===== src/rtl/stopwatch_ctrl_if.sv =====
// Board-side controls into the stopwatch controller and its
// enable/blink/scan/mode outputs toward the counter and display blocks.
interface stopwatch_ctrl_if;
  logic       btn_pause;
  logic       sw_adj;
  logic       sw_sel;
  logic       cnt_en;
  logic       adj_sec;
  logic       adj_min;
  logic       blink_sec;
  logic       blink_min;
  logic [1:0] scan_sel;
  logic [3:0] an;
  logic [1:0] mode;

  modport master (
    output btn_pause, sw_adj, sw_sel,
    input  cnt_en, adj_sec, adj_min,
    input  blink_sec, blink_min,
    input  scan_sel, an, mode
  );

  modport slave (
    input  btn_pause, sw_adj, sw_sel,
    output cnt_en, adj_sec, adj_min,
    output blink_sec, blink_min,
    output scan_sel, an, mode
  );
endinterface


===== src/rtl/stopwatch_ctrl.sv =====
// Input conditioning, RUN/PAUSE/ADJUST control, tick and scan generation
// for the mm:ss stopwatch.
module stopwatch_ctrl #(
  parameter int unsigned DIV_1HZ   = 100000000,
  parameter int unsigned DIV_2HZ   = 50000000,
  parameter int unsigned DIV_SCAN  = 100000,
  parameter int unsigned DB_CYCLES = 1000000
) (
  input logic             clk,
  input logic             rst,
  stopwatch_ctrl_if.slave bus
);
  localparam int unsigned W1 = $clog2(DIV_1HZ + 1);
  localparam int unsigned W2 = $clog2(DIV_2HZ + 1);
  localparam int unsigned WS = $clog2(DIV_SCAN + 1);
  localparam int unsigned WD = $clog2(DB_CYCLES + 1);

  localparam logic [W1-1:0] TOP1 = W1'(DIV_1HZ - 1);
  localparam logic [W2-1:0] TOP2 = W2'(DIV_2HZ - 1);
  localparam logic [WS-1:0] TOPS = WS'(DIV_SCAN - 1);
  localparam logic [WD-1:0] TOPD = WD'(DB_CYCLES - 1);

  typedef enum logic [1:0] {
    RUN    = 2'b00,
    PAUSE  = 2'b01,
    ADJUST = 2'b10
  } mode_e;

  logic [1:0]    btn_s_q, adj_s_q, sel_s_q;
  logic          sync_btn, sync_adj, sync_sel;
  logic [WD-1:0] db_cnt_q, db_cnt_d;
  logic          db_lvl_q, db_lvl_d;
  logic          press;
  mode_e         mode_q, mode_d;
  logic          pause_q, pause_d;
  logic [W1-1:0] div1_q, div1_d;
  logic [W2-1:0] div2_q, div2_d;
  logic [WS-1:0] divs_q, divs_d;
  logic          tick_1hz, tick_2hz, tick_scan;
  logic          run, adj;
  logic          phase_q, phase_d;
  logic [1:0]    scan_q, scan_d;
  logic [3:0]    an_q, an_d;
  logic          cnt_en_q, adj_sec_q, adj_min_q;
  logic          blink_sec_q, blink_min_q;

  assign sync_btn = btn_s_q[1];
  assign sync_adj = adj_s_q[1];
  assign sync_sel = sel_s_q[1];

  always_comb begin
    db_cnt_d = '0;
    db_lvl_d = db_lvl_q;
    press    = 1'b0;
    if (sync_btn != db_lvl_q) begin
      if (db_cnt_q == TOPD) begin
        db_lvl_d = sync_btn;
        press    = sync_btn;
      end else begin
        db_cnt_d = db_cnt_q + 1'b1;
      end
    end
  end

  assign run = (mode_q == RUN);
  assign adj = (mode_q == ADJUST);

  // 1 Hz divider is parked at zero outside RUN so a resume waits a full second
  assign tick_1hz  = run && (div1_q == TOP1);
  assign div1_d    = (!run || tick_1hz) ? '0 : div1_q + 1'b1;
  assign tick_2hz  = (div2_q == TOP2);
  assign div2_d    = tick_2hz ? '0 : div2_q + 1'b1;
  assign tick_scan = (divs_q == TOPS);
  assign divs_d    = tick_scan ? '0 : divs_q + 1'b1;

  assign phase_d = phase_q ^ tick_2hz;
  assign scan_d  = scan_q + {1'b0, tick_scan};
  assign an_d    = ~(4'b0001 << scan_d);

  always_ff @(posedge clk or posedge rst) begin
    if (rst) begin
      mode_q  <= RUN;
      pause_q <= 1'b0;
    end else begin
      mode_q  <= mode_d;
      pause_q <= pause_d;
    end
  end

  always_comb begin
    mode_d  = mode_q;
    pause_d = pause_q;
    unique case (mode_q)
      RUN, PAUSE: begin
        if (sync_adj) begin
          mode_d = ADJUST;
        end else if (press) begin
          pause_d = ~pause_q;
          mode_d  = pause_q ? RUN : PAUSE;
        end
      end
      ADJUST: begin
        if (!sync_adj) mode_d = pause_q ? PAUSE : RUN;
      end
      default: mode_d = RUN;
    endcase
  end

  always_ff @(posedge clk or posedge rst) begin
    if (rst) begin
      btn_s_q     <= '0;
      adj_s_q     <= '0;
      sel_s_q     <= '0;
      db_cnt_q    <= '0;
      db_lvl_q    <= 1'b0;
      div1_q      <= '0;
      div2_q      <= '0;
      divs_q      <= '0;
      phase_q     <= 1'b0;
      scan_q      <= 2'd0;
      an_q        <= 4'b1110;
      cnt_en_q    <= 1'b0;
      adj_sec_q   <= 1'b0;
      adj_min_q   <= 1'b0;
      blink_sec_q <= 1'b0;
      blink_min_q <= 1'b0;
    end else begin
      btn_s_q     <= {btn_s_q[0], bus.btn_pause};
      adj_s_q     <= {adj_s_q[0], bus.sw_adj};
      sel_s_q     <= {sel_s_q[0], bus.sw_sel};
      db_cnt_q    <= db_cnt_d;
      db_lvl_q    <= db_lvl_d;
      div1_q      <= div1_d;
      div2_q      <= div2_d;
      divs_q      <= divs_d;
      phase_q     <= phase_d;
      scan_q      <= scan_d;
      an_q        <= an_d;
      cnt_en_q    <= tick_1hz;
      adj_sec_q   <= tick_2hz & adj & sync_sel;
      adj_min_q   <= tick_2hz & adj & ~sync_sel;
      blink_sec_q <= adj & sync_sel & phase_q;
      blink_min_q <= adj & ~sync_sel & phase_q;
    end
  end

  assign bus.cnt_en    = cnt_en_q;
  assign bus.adj_sec   = adj_sec_q;
  assign bus.adj_min   = adj_min_q;
  assign bus.blink_sec = blink_sec_q;
  assign bus.blink_min = blink_min_q;
  assign bus.scan_sel  = scan_q;
  assign bus.an        = an_q;
  assign bus.mode      = mode_q;
endmodule


===== src/flat_wrapper.sv =====
// flat-port wrapper written by rule: the top's interface ports become plain ports
module stopwatch_ctrl_flat 
#(
  parameter int unsigned DIV_1HZ   = 100000000,
  parameter int unsigned DIV_2HZ   = 50000000,
  parameter int unsigned DIV_SCAN  = 100000,
  parameter int unsigned DB_CYCLES = 1000000
)
  (clk, rst, bus_btn_pause, bus_sw_adj, bus_sw_sel, bus_cnt_en, bus_adj_sec, bus_adj_min, bus_blink_sec, bus_blink_min, bus_scan_sel, bus_an, bus_mode);
  stopwatch_ctrl_if bus_i ();
  input logic clk;
  input logic rst;
  input wire logic [$bits(bus_i.btn_pause)-1:0] bus_btn_pause;
  input wire logic [$bits(bus_i.sw_adj)-1:0] bus_sw_adj;
  input wire logic [$bits(bus_i.sw_sel)-1:0] bus_sw_sel;
  output wire logic [$bits(bus_i.cnt_en)-1:0] bus_cnt_en;
  output wire logic [$bits(bus_i.adj_sec)-1:0] bus_adj_sec;
  output wire logic [$bits(bus_i.adj_min)-1:0] bus_adj_min;
  output wire logic [$bits(bus_i.blink_sec)-1:0] bus_blink_sec;
  output wire logic [$bits(bus_i.blink_min)-1:0] bus_blink_min;
  output wire logic [$bits(bus_i.scan_sel)-1:0] bus_scan_sel;
  output wire logic [$bits(bus_i.an)-1:0] bus_an;
  output wire logic [$bits(bus_i.mode)-1:0] bus_mode;
  assign bus_i.btn_pause = bus_btn_pause;
  assign bus_i.sw_adj = bus_sw_adj;
  assign bus_i.sw_sel = bus_sw_sel;
  assign bus_cnt_en = bus_i.cnt_en;
  assign bus_adj_sec = bus_i.adj_sec;
  assign bus_adj_min = bus_i.adj_min;
  assign bus_blink_sec = bus_i.blink_sec;
  assign bus_blink_min = bus_i.blink_min;
  assign bus_scan_sel = bus_i.scan_sel;
  assign bus_an = bus_i.an;
  assign bus_mode = bus_i.mode;
  stopwatch_ctrl #(.DIV_1HZ(DIV_1HZ), .DIV_2HZ(DIV_2HZ), .DIV_SCAN(DIV_SCAN), .DB_CYCLES(DB_CYCLES)) u_core (.clk(clk), .rst(rst), .bus(bus_i));
endmodule

===== config.mk =====
export PLATFORM = sky130hd
export DESIGN_NAME = stopwatch_ctrl_flat
export DESIGN_NICKNAME = d
export VERILOG_FILES = /design/src/rtl/stopwatch_ctrl_if.sv /design/src/rtl/stopwatch_ctrl.sv /design/src/flat_wrapper.sv
export SDC_FILE = /design/constraint.sdc
export NUM_CORES = 1
export LEC_CHECK = 0
export ABC_CLOCK_PERIOD_IN_PS = 5500
export BUFFER_PORTS_ARGS = -buffer_cell sky130_fd_sc_hd__buf_2
export CORE_AREA = 2 2 101 103
export DETAILED_ROUTE_END_ITERATION = 10
export DIE_AREA = 0 0 103 105
export PLACE_DENSITY = 0.74
export SLEW_MARGIN = 40
export SYNTH_ARGS = -nofsm -noshare
export SYNTH_HDL_FRONTEND = slang
export SYNTH_SLANG_ARGS = --single-unit

===== constraint.sdc =====
create_clock -name clk -period 5.5 [get_ports clk]
set_clock_uncertainty 0.05 [all_clocks]
set_input_delay 0.825 -clock clk [delete_from_list [all_inputs] [get_ports clk]]
set_output_delay 0.825 -clock clk [all_outputs]
set_load 0.1 [all_outputs]

==> metrics.csv <==
stage;metric;value;unit
worst_setup_path;Crit Path Category;reg2reg;
worst_setup_path;delay-heaviest family, CP;simple AND/OR/NAND/NOR gates;
synth;part of the Yosys area used for sequential elements;53.6;%
floorplan;Row Count;36;
route;Vias;3838;
route;WL/cell;14.2;um
timing;RSZ-0062 raised after global routing;false;
global_routing;first-pass GRT wire length;16900;um
clock_tree;CTS Buf Count;9;
route;DR pass1 iterations;4;
clock_tree;clk_lat worst skew;0.38;ns
worst_setup_path;RR Endpoint;u_core.bus.an[0];
floorplan;Die Area;10800;um2
synth;Synthesized Nets;522;
clock_tree;H-tree levels;3;
timing;post-layout min period;2.68;ns
synth;synthesized area;5240;um2
pwr;Sequential Power Share;61.8;%
route;vias per cell;5.75;
layout;Syn-to-layout area delta;7.96;%
pwr;Switching Fraction;25.0;%
clock_tree;clk buf depth;2;
layout;layout cell share with drive strength beyond 1;10.5;%
worst_setup_path;peak fanout along the critical path;8;
hold_path;WHS Path Cells;0;
worst_setup_path;element type at the critical path end;register;
timing;Max-slew headroom;50.3;%
floorplan;Die Wd;103;um
global_routing;vias in the first global route;3743;
route;Antenna Nets Post-Route;0;
synth;FF+latch count, synth;112;
synth;synthesized area per cell;10.2;um2
layout;ANT cells;0;
pwr;Int Power;1.01;mW
worst_setup_path;Buf+Inv Stages, Crit Path;1;
clock_tree;setup bufs post-CTS;0;
pwr;combinational power share;2.7;%
timing;Max Clock Freq;373;MHz
place;DPL Wire Length;6360;um
layout;commonest non-fill, non-tap cells in the layout;dfrtp_1, nor2_1, nand2_1;
synth;synth unique cells;44;
floorplan;Die H;105;um
pwr;Worst VDD drop;0.189;mV
timing;WHS;0.313;ns
global_routing;GRT Residual Overflow;0;
layout;fin nets;540;
route;final wirelength;9480;um
worst_setup_path;worst path arrival time;2.91;ns
global_routing;antenna violations before repair;0;
worst_setup_path;reg2reg path depth;5;
pwr;Power Dens Cells;239;nW/um2
worst_setup_path;Reg2Reg Setup Slack;2.82;ns
floorplan;Starting Density;54.3;%
outcome;status;completed;
layout;register area;2810;um2
hold_path;Hold Crit Start;u_core.btn_s_q[0];
layout;most common cell after layout, fill and taps aside;dfrtp_1;
clock_tree;root buf cell;clkbuf_8;
place;Final Wtd Congestion;0.837;
pwr;Psw;338;uW
timing;Slew Viols, Final;0;
worst_setup_path;origin of the critical flop-to-flop path;u_core.divs_q[5];
timing;Total Neg Setup Slack;0;ns
floorplan;core footprint;9640;um2
worst_setup_path;CP cell instances;or4b_2, nor4_1, buf_4, ha_1, or2_2;
pwr;clock network power share;35.4;%
place;IO buf count;17;
worst_setup_path;slowest CP cell;or4b_2;
route;DR iter-0 viols;159;
timing;fin crit share;48.7;%
clock_tree;hold bufs inserted after CTS;0;
pwr;P_leak;2.34;nW
global_routing;largest net degree at the start of global routing;62;
synth;Synth Instances;512;
clock_tree;post_cts resized;0;
worst_setup_path;critical path data required time;5.72;ns
route;DRC;0;
clock_tree;clock sinks;112;
floorplan;I/O pin total;18;
synth;Yosys warning count;0;
worst_setup_path;Worst Setup Start Kind;register;
clock_tree;CTS tree;built;
clock_tree;Worst-path clk slew;0.11;ns
hold_path;hold endpoint;u_core.btn_s_q[1];
global_routing;GRT Total Usage;19.2;%
timing;Worst-Margin Slew;0.743;ns
layout;footprint of the multi-input gates;2330;um2
run;MaxCap Viol Count;0;
timing;endpoints failing setup;0;
timing;Final Hold Fails;0;
hold_path;Hold WC Path Type;reg2reg;
layout;fillers;840;
worst_setup_path;CP peak stage delay;0.67;ns
cells by family (layout without fill, tap and decap cells):
logic type / Yosys count / in the layout / synth area share [%]
AO/OA/AOI/OAI: 75 / 75 / 8.41
flip-flops: 112 / 112 / 53.6
AND/OR/NAND/NOR: 242 / 242 / 25.9
multiplexers: 1 / 1 / 0.215
XOR/XNOR: 50 / 50 / 8.36
buffers and inverters: 27 / 50 / 2.29
adder cells (fa/ha/maj): 5 / 5 / 1.19
cell type report:
cell class              count  area share, %
repair buffers             20           1.97
clock buffers               9           2.19
clock inverters             7           1.08
inverters                  14          0.974
multi-input cells         373           41.2
well taps                 133           2.94
flip-flops and latches    112           49.6
metal layers:
layer  GRT usage (%)  part of all wire (%)
met1            26.7                    48
met2            29.6                    48
met3            4.08                   2.9
met4            7.33                   1.1
met5               0                     0
worst max path at each step:
stage,startpoint,end,slack (ns),depth (start not counted)
finish,u_core.divs_q[5],u_core.bus.an[0],2.82,5
floorplan,rst,u_core.adj_s_q[0],1.67,1
CTS,u_core.divs_q[5],u_core.bus.an[0],2.81,5
global route,u_core.divs_q[5],u_core.bus.an[0],2.70,6
global placement,u_core.db_cnt_q[13],u_core.db_cnt_q[11],2.93,4
detailed placement,u_core.divs_q[5],u_core.bus.an[0],2.84,5
cell usage after synthesis, drive strengths merged:
library cell / count / area, um2
dfrtp: 109 / 2730
nor2: 48 / 190
nand2: 36 / 135
a21oi: 35 / 179
nand3: 30 / 150
xnor2: 29 / 254
nand4: 25 / 156
xor2: 21 / 184
o21ai: 19 / 95.1
or3: 19 / 119
or4: 16 / 128
o31ai: 15 / 113
inv: 14 / 52.6
and3: 11 / 68.8
nor3: 11 / 60.1
and4: 10 / 87.6
nor4: 10 / 62.6
clkbuf: 8 / 30.0
and2: 5 / 31.3
buf: 5 / 37.5
ha: 5 / 62.6
nor2b: 5 / 31.3
dfstp: 3 / 78.8
or2: 3 / 18.8
or4b: 3 / 30.0
and3b: 2 / 17.5
nand2b: 2 / 12.5
nor4bb: 2 / 20.0
or4bb: 2 / 22.5
a21boi: 1 / 7.51
a311o: 1 / 10.0
a31oi: 1 / 6.26
mux2: 1 / 11.3
nand3b: 1 / 7.51
nor4b: 1 / 8.76
o22ai: 1 / 12.5
o311ai: 1 / 8.76
o41ai: 1 / 8.76
flip-flops by register name (all words and copies together) (netlist names), 2 cells and up:
register	count
u_core.bus.scan_sel	2
u_core.div1_q	27
u_core.divs_q	17
u_core.bus.mode	2
u_core.bus.an	4
u_core.btn_s_q	2
u_core.db_cnt_q	20
u_core.adj_s_q	2
u_core.sel_s_q	2
u_core.div2_q	26
worst reg2reg max path: stages (launching register included):
cell	delay, ns
dfrtp_1	0.43
or4b_2	0.67
nor4_1	0.56
buf_4	0.28
ha_1	0.28
or2_2	0.31
per-stage QoR:
step	total power, mW	cells	util, %	cell area (um2)	setup WS (ns)
floorplan	0.879	512	-	5240	1.67
global placement	0.888	652	56.5	5450	2.93
detailed placement	0.890	652	56.7	5460	2.84
CTS	1.36	668	58.6	5650	2.81
global route	1.40	668	58.6	5650	2.70
finish	1.35	668	58.6	5650	2.82
power groups by stage:
stage | clock network (mW) | logic [mW] | registers [mW]
global route | 0.524 | 0.0437 | 0.837
global placement | 0 | 0.0373 | 0.851
CTS | 0.488 | 0.0386 | 0.835
detailed placement | 0 | 0.0386 | 0.851
floorplan | 0 | 0.0265 | 0.853
finish | 0.478 | 0.0371 | 0.835
(Power assumes the default switching activity.)
